<file path="src/rtl/attosoc_ledio.sv">
// attosoc_ledio: memory-mapped LED output register block with blink and optional PWM dimming
//   clk, rst          : single rising-edge clock, synchronous active-high reset
//   mem_valid/ready   : request / one-cycle acknowledge (ready never asserted for a miss)
//   mem_addr/wdata    : byte address and write data
//   mem_wstrb         : byte strobes, all-zero means read
//   mem_rdata         : read data, zero whenever mem_ready is low
//   led               : registered LED drive
//   Define ATTOSOC_LEDIO_PWM_EN to build in per-LED 4-bit PWM dimming at offset 0x20.
module attosoc_ledio #(
  parameter logic [31:0] BASE_ADDR = 32'h0200_0000,
  parameter int BLINK_DIV = 24
) (
  input  logic        clk,
  input  logic        rst,
  input  logic        mem_valid,
  output logic        mem_ready,
  input  logic [31:0] mem_addr,
  input  logic [31:0] mem_wdata,
  input  logic [3:0]  mem_wstrb,
  output logic [31:0] mem_rdata,
  output logic [7:0]  led
);
  logic [7:0] r_out, r_mask, r_led;
  logic r_ready;
  logic [31:0] r_rdata;
  logic [BLINK_DIV-1:0] r_blink;
  logic w_hit, w_acc, w_wr, w_w0, w_phase, w_unused;
  logic [3:0] w_off;
  logic [7:0] w_pwm_on, w_led_next, w_wd;
  logic [31:0] w_duty, w_rd;
  assign w_hit = mem_valid & (mem_addr[31:6] == BASE_ADDR[31:6]);
  // An access is accepted only while the previous acknowledge is not being presented.
  assign w_acc = w_hit & ~r_ready;
  assign w_wr = w_acc & |mem_wstrb;
  assign w_w0 = w_wr & mem_wstrb[0];
  assign w_off = mem_addr[5:2];
  assign w_wd = mem_wdata[7:0];
  assign w_phase = r_blink[BLINK_DIV-1];
  assign w_unused = ^{mem_addr[1:0], mem_wdata[31:8]};
`ifdef ATTOSOC_LEDIO_PWM_EN
  logic [3:0] r_pwm_cnt;
  logic [31:0] r_duty;
  always_ff @(posedge clk)
    if (rst) begin
      r_pwm_cnt <= '0;
      r_duty <= '1;
    end else begin
      r_pwm_cnt <= r_pwm_cnt + 4'd1;
      for (int b = 0; b < 4; b++)
        if (w_wr && w_off == 4'h8 && mem_wstrb[b]) r_duty[8*b +: 8] <= mem_wdata[8*b +: 8];
    end
  for (genvar i = 0; i < 8; i++) begin : g_pwm
    assign w_pwm_on[i] = r_pwm_cnt <= r_duty[4*i +: 4];
  end
  assign w_duty = r_duty;
`else
  assign w_pwm_on = 8'hFF;
  assign w_duty = '0;
`endif
  always_comb begin
    w_rd = '0;
    case (w_off)
      4'h0: w_rd = {24'b0, r_out};
      4'h4: w_rd = {24'b0, r_mask};
      4'h5: w_rd = {16'b0, r_led, 7'b0, w_phase};
      4'h8: w_rd = w_duty;
      default: w_rd = '0;
    endcase
  end
  assign w_led_next = r_out & ~(r_mask & {8{w_phase}}) & w_pwm_on;
  always_ff @(posedge clk)
    if (rst) begin
      r_ready <= 1'b0;
      r_rdata <= '0;
      r_out <= '0;
      r_mask <= '0;
      r_blink <= '0;
      r_led <= '0;
    end else begin
      r_ready <= w_acc;
      // Read data is captured only for accepted reads, so it is zero whenever ready is low.
      r_rdata <= (w_acc && mem_wstrb == 4'b0) ? w_rd : '0;
      r_blink <= r_blink + {{(BLINK_DIV-1){1'b0}}, 1'b1};
      r_led <= w_led_next;
      if (w_w0)
        case (w_off)
          4'h0: r_out <= w_wd;
          4'h1: r_out <= r_out | w_wd;
          4'h2: r_out <= r_out & ~w_wd;
          4'h3: r_out <= r_out ^ w_wd;
          4'h4: r_mask <= w_wd;
          default: r_out <= r_out;
        endcase
    end
  assign mem_ready = r_ready;
  assign mem_rdata = r_rdata;
  assign led = r_led;
endmodule
</file>
<file path="config.mk">
export PLATFORM = sky130hd
export DESIGN_NAME = attosoc_ledio
export DESIGN_NICKNAME = d
export VERILOG_FILES = /design/src/rtl/attosoc_ledio.sv
export SDC_FILE = /design/constraint.sdc
export NUM_CORES = 1
export LEC_CHECK = 0
export ABC_AREA = 1
export CAP_MARGIN = 15
export CORE_MARGIN = 1.5
export CORE_UTILIZATION = 42
export DETAILED_ROUTE_END_ITERATION = 8
export GPL_TIMING_DRIVEN = 0
export PLACE_DENSITY = 0.77
export SLEW_MARGIN = 15
export SYNTH_ARGS = -nofsm -noshare
export SYNTH_HDL_FRONTEND = slang
export SYNTH_SLANG_ARGS = --single-unit
</file>
<file path="constraint.sdc">
create_clock -name clk -period 1.3 [get_ports clk]
set_input_delay 0.26 -clock clk [delete_from_list [all_inputs] [get_ports clk]]
set_output_delay 0.26 -clock clk [all_outputs]
set_load 0.005 [all_outputs]
</file>
* Word level (Yosys, flattened, before mapping)
Cells that the tools add are included.
Storage, ports and cells: flip-flop bits (word level) 81, input bits 71, output and inout bits 41, word-level logic and storage cells 36
Operators by class: add/sub/neg operators 1, equal/unequal tests 6, multiplexer cells 2, bitwise operators 13, reductions and logical operators 8
Operator list (count):
- $pmux W16 S3 | 1
- $pmux W8 S4 | 1
- $eq A26 B20 Y1 const B | 1
- $add A24 B1 Y24 const B | 1
- $and A8 B8 Y8 | 3
- $not A8 Y8 | 2
- $eq A4 B2 Y1 const B | 2
- $eq A4 B3 Y1 const B | 2
- $logic_not A4 Y1 | 2
- $or A8 B8 Y8 | 1
- $xor A8 B8 Y8 | 1
- $and A1 B1 Y1 | 4
- $eq A4 B1 Y1 const B | 1
- $reduce_and A2 Y1 | 2
- $reduce_bool A4 Y1 | 1
- $reduce_or A4 Y1 | 1
- $not A1 Y1 | 2
- $reduce_or A2 Y1 | 1
- $logic_and A1 B1 Y1 | 1

* Depth between registers and ports, before layout
depth after elaboration 6, gate-level depth with buffers 11, gate-level depth less buffers 11

* Worst setup path before layout
OpenSTA, ideal clock, no wires.
kind flip-flop to flip-flop, from register r_blink[0], to register r_blink[20], library setup time 0.113 ns, arrival 1.277 ns, required time 1.187 ns, path slack -0.090 ns, cell stages (with the launch flop) 11, buffers on the path 0, clock period less this slack 1.390 ns, cells stage by stage dfxtp_1 ha_1 nand2_2 nor2_2 nand2_2 nor2_4 nand2_2 nor2_4 nand2_1 nor2_1 nor2_1
Between the ends: cells in the longest elaborated chain, start to end 1
Ends and longest elaborated chain:
- start, declared | line 26 | logic [BLINK_DIV-1:0] r_blink;
- start signal, assigned | line 83 | r_blink <= r_blink + {{(BLINK_DIV-1){1'b0}}, 1'b1};
- $add A24 B1 Y24 | line 83
Every way passes these cells. A chain may end at the register's enable or synchronous reset.

* Final worst setup path
from register r_ready, in the netlist mem_ready, to register r_out[4]
Between the ends: cells in the longest elaborated chain, start to end 5
Ends and longest elaborated chain:
- start, declared | line 24 | logic r_ready;
- start signal, assigned | line 80 | r_ready <= w_acc;
- $not A1 Y1 | line 33 | assign w_acc = w_hit & ~r_ready;
- $and A1 B1 Y1 | line 33
- $and A1 B1 Y1 | line 34 | assign w_wr = w_acc & |mem_wstrb;
- $and A1 B1 Y1 | line 35 | assign w_w0 = w_wr & mem_wstrb[0];
- $reduce_and A2 Y1 (no source line)
- end signal, assigned | line 87 | 4'h0: r_out <= w_wd;
- end signal, assigned | line 88 | 4'h1: r_out <= r_out | w_wd;
- end signal, assigned | line 89 | 4'h2: r_out <= r_out & ~w_wd;
- end, declared | line 23 | logic [7:0] r_out, r_mask, r_led;
Every way passes these cells.

==> reports/metrics.sh <==
FINAL-MAX-SLEW-VIOLATION-COUNT=0
FIN_CRIT_NS=1.509
WORST_HOLD_PATH_TYPE='reg -> reg'
NETLIST_AREA_PRE_PLACE_MM2=0.003432
SYN_TO_FINAL_GROWTH_PCT=51.55
POWERDENSITY_mW_PER_MM2=756.0
HOLD_VIOL=0
TIMING.HOLD.WORST_PATH_DEPTH=2
SYNTH.YOSYS.WARNINGS=0
FLOORPLAN.DIE.WIDTH_UM=93.40
POST_SYNTH_XOR_AREA_FRACTION_PCT=1.786
REG2REG_DEPTH=11
ROW_COUNT=32
POWER.INTERNAL_mW=2.906
ROUTED-VIA-COUNT=3648
REGISTER_TO_REGISTER_SETUP_SLACK_NS=-0.21
CRITICALPATHCATEGORY='reg -> reg'
INITIALDRTVIOLATIONCOUNT=196
ACHIEVABLE-FREQUENCY_MHz=662.7
PATH_CLK_SLEW_NS=0.08
POST_SYNTH_AND_OR_NAND_NOR_AREA_FRACTION_PCT=36.49
POSTLAYOUTCOREUTIL_PCT=66.62
MAX-VDD-IR-DROP_mV=0.5527
SYNTH-ADDER-AREA-SHARE_PCT=6.198
DIE_AREA_MM2=0.008723
YOSYS_REGISTER_BITS=65
POWER.LEAKAGE_nW=2.436
POST_SYNTH_INST_COUNT=500
CTS-ROOT-TO-SINK-BUFFERS=2
SHARE_COMB_OF_TOTAL_POWER_PCT=11.2
SETUP_SLACK_PLACEMENT_NS=-0.6679
NETSWITCHINGPOWER_mW=1.026
ARRIVAL_NS=1.79
DESIGN.FINAL.NETS=724
CTS-HOLD-FIX-BUFFERS=0
SYNTH.MUX.AREA_FRACTION_PCT=0
NUM_IO_PINS=112
GRT_PASS1_VIAS=3510
REPORT.POWER.TOTAL_mW=3.932
SYNTH_TOP_CELLS_BY_AREA='sky130_fd_sc_hd__dfxtp_1 (38%), sky130_fd_sc_hd__nand2_1 (15%), sky130_fd_sc_hd__nor2_1 (11%), sky130_fd_sc_hd__inv_1 (7.0%), sky130_fd_sc_hd__ha_1 (6.2%)'
CAP_VIOL_MAX_COUNT=0
OUTCOME='finished, violations left'
SYNTH_TOP_AREA_SHARE_PCT=37.91
ANTENNA_CELLS_INSERTED=0
WORSTSKEWPAIRLATENCY_NS=0.35
DIE_HEIGHT_UM=93.40
FINAL_MIN_PERIOD_OVER_CLOCK_PERIOD_PCT=116.1
FINALWORSTSETUPSLACK_NS=-0.2090
DOMINANT_COMBINATIONAL_CELL_FAMILY_BY_AREA_AFTER_SYNTHESIS='simple AND/OR/NAND/NOR gates'
NUMCLOCKSINKS=65
CRITPATHMAXFANOUT=8
SWITCHING_SHARE_PCT=26.09
ROUTED_WIRELENGTH_UM=10320
TNS_NS=-4.566
P_CLK_SHARE_PCT=37.8
SEQ_AREA_FRAC_SYNTH_PCT=37.91
IO_BUFFERS=69
WORST_HOLD_STARTPOINT='led[7]'
PIN_COUNT_OF_THE_BIGGEST_NET_ENTERING_GLOBAL_ROUTING=12
SYNTH_TOP_CELL_BY_AREA='sky130_fd_sc_hd__dfxtp_1'
VIOLATIONS='setup timing'
CORE-AREA_MM2=0.007807
START_UTIL_PCT=43.96
TIMING.RR.START='mem_ready'
PLACE.DETAILED.HPWL_UM=6119
CP-END-KIND='flip-flop'
GLOBAL_ROUTE.OVERFLOW_TOTAL=0
FIRST_PASS_GRT_WIRE_LENGTH_UM=15880
SYNTH_CELL_TYPE_COUNT=31
SYNTH.AVG_CELL_AREA_UM2=6.864
CTS_MAX_LEVEL=3
SETUP_VIOL=43
ANTENNA_FOUND_INITIAL=0
DRC=0
SYNTH_COMPOUND_GATE_AREA_SHARE_PCT=5.286
CP.REQUIRED_NS=1.58
FIRSTDRTPASSITERS=5
AVERAGE_WIRE_PER_STANDARD_CELL_UM=13.88
CTS_TREE='yes'
CRITPATHLAUNCHTYPE='flip-flop'
VIASPERCELL=4.910
CTS_MADE_BUFFERS=9
RR_ENDPOINT='r_out[4]'
WHS_ENDPOINT='mem_rdata[15]'
SEQ_POWER_SHARE_PCT=51.1
MAXSLEWHEADROOM_PCT=60.04
TIMING_WORST_SLEW_PIN_VALUE_NS=0.5993
LAYOUT-DRIVE-GT1-SHARE_PCT=26.37
CLOCK-ROOT-BUFFER='sky130_fd_sc_hd__clkbuf_8'
DETAIL_ROUTE_ANTENNA_NETS=0
GP_CONGESTION=0.8677
UNREPAIRED_SETUP_ENDPOINTS_AFTER_GLOBAL_ROUTING='yes'
GLOBAL_ROUTE.USAGE.TOTAL_PCT=23.60
CLOCK-SKEW-FINAL_NS=0.01025
WORST_HOLD_SLACK_NS=0.4369
sequential cells by signal, indices dropped and copies added (netlist names):
signal,count
r_blink,24
mem_ready,1
r_mask,8
mem_rdata,16
led,8
r_out,8
synthesized netlist by cell type:
library cell,n
sky130_fd_sc_hd__nand2_1,137
sky130_fd_sc_hd__nor2_1,101
sky130_fd_sc_hd__dfxtp_1,65
sky130_fd_sc_hd__inv_1,64
sky130_fd_sc_hd__ha_1,17
sky130_fd_sc_hd__a21oi_1,16
sky130_fd_sc_hd__buf_4,16
sky130_fd_sc_hd__nand3_1,12
sky130_fd_sc_hd__nand4_1,9
sky130_fd_sc_hd__a211oi_1,8
sky130_fd_sc_hd__nor2_4,6
sky130_fd_sc_hd__nor3_1,6
sky130_fd_sc_hd__xor2_1,5
sky130_fd_sc_hd__nand2_2,4
sky130_fd_sc_hd__nor3_2,4
sky130_fd_sc_hd__clkbuf_1,3
sky130_fd_sc_hd__inv_2,3
sky130_fd_sc_hd__nand3_2,3
sky130_fd_sc_hd__nor2_2,3
sky130_fd_sc_hd__o21ai_0,3
sky130_fd_sc_hd__buf_2,2
sky130_fd_sc_hd__buf_6,2
sky130_fd_sc_hd__o21a_1,2
sky130_fd_sc_hd__xnor2_1,2
sky130_fd_sc_hd__a31oi_1,1
sky130_fd_sc_hd__clkinv_1,1
sky130_fd_sc_hd__conb_1,1
sky130_fd_sc_hd__nand3_4,1
sky130_fd_sc_hd__nand3b_1,1
sky130_fd_sc_hd__nor4_1,1
sky130_fd_sc_hd__o21ai_1,1
routing by layer:
metal  wire length, µm  up-vias  track usage [%]
met3               756       46            4.959
met1              4031     1646            27.24
li1                  -     1783                -
met2              5080      173            40.46
met5                 0        -                0
met4               448        0            12.88
kinds of logic after synthesis:
kind of cell / after synthesis
AOI/OAI and AO/OA: 31
xor gates and xnor gates: 7
adders and majority gates: 17
buffers and inverters: 91
DFF: 65
other: 1
and+or+nand+nor: 288
layout make-up:
type	instances	area, µm²
multi-input cells	359	2135
clock buffers	12	135.1
inverters	68	257.7
plain buffers	23	172.7
clock inverters	4	30.03
fillers	628	2606
repair buffers	110	1028
well taps	102	127.6
flip-flops and latches	65	1315
critical path: stages (launching register included):
cell and delay [ns]:
sky130_fd_sc_hd__dfxtp_2 0.32, sky130_fd_sc_hd__inv_2 0.06, sky130_fd_sc_hd__nand2_2 0.04, sky130_fd_sc_hd__nor2_2 0.08, sky130_fd_sc_hd__nand3_2 0.11, sky130_fd_sc_hd__nor2_4 0.16, sky130_fd_sc_hd__buf_4 0.13, sky130_fd_sc_hd__buf_6 0.09
sky130_fd_sc_hd__nand3_4 0.15, sky130_fd_sc_hd__nand2_1 0.14, sky130_fd_sc_hd__nand2_1 0.06, sky130_fd_sc_hd__nor2_1 0.09
placed cells by master (no fill, tap or decap), types with 12 or more instances in the layout:
| cell type | n |
|---|---|
| sky130_fd_sc_hd__ha_1 | 16 |
| sky130_fd_sc_hd__buf_4 | 42 |
| sky130_fd_sc_hd__conb_1 | 16 |
| sky130_fd_sc_hd__nor2_4 | 18 |
| sky130_fd_sc_hd__nor2_1 | 85 |
| sky130_fd_sc_hd__clkdlybuf4s50_1 | 15 |
| sky130_fd_sc_hd__nand2_2 | 15 |
| sky130_fd_sc_hd__dfxtp_1 | 56 |
| sky130_fd_sc_hd__dlygate4sd2_1 | 54 |
| sky130_fd_sc_hd__buf_6 | 12 |
| sky130_fd_sc_hd__inv_1 | 60 |
| sky130_fd_sc_hd__nand2_1 | 120 |
per-stage QoR:
| stage | cells | area, µm² |
|---|---|---|
| 2_1_floorplan | 515 | 3513 |
| 3_3_place_gp | 686 | 4332 |
| 3_5_place_dp | 686 | 4332 |
| 4_1_cts | 737 | 5012 |
| 5_1_grt | 743 | 5201 |
| 6_report | 743 | 5201 |
power groups by stage:
stage	logic, mW	registers (mW)	clock network, mW
finish	0.439	2.01	1.48
global route	0.482	2.01	1.58
CTS	0.418	2.01	1.49
detailed placement	0.385	2.05	0
global placement	0.372	2.05	0
floorplan	0.185	2.05	0
how the worst max path moves through the flow:
stage	from	endpoint	slack (ns)	depth (start not counted)
finish	mem_ready	r_out[4]	-0.21	11
global route	mem_ready	r_out[4]	-0.34	11
global placement	rst	mem_rdata[8]	-0.62	5
CTS	mem_ready	r_mask[5]	-0.18	11
floorplan	r_blink[0]	r_blink[20]	-0.05	10
detailed placement	mem_addr[3]	r_out[5]	-0.67	7
timing repair:
item,CTS,global route
gates cloned,2,0
buffers inserted,33,8
setup endpoints to repair,72,49
gates resized for setup,125,46
pin swaps,33,15
hold endpoints to repair,0,0
(Power assumes the default switching activity.)
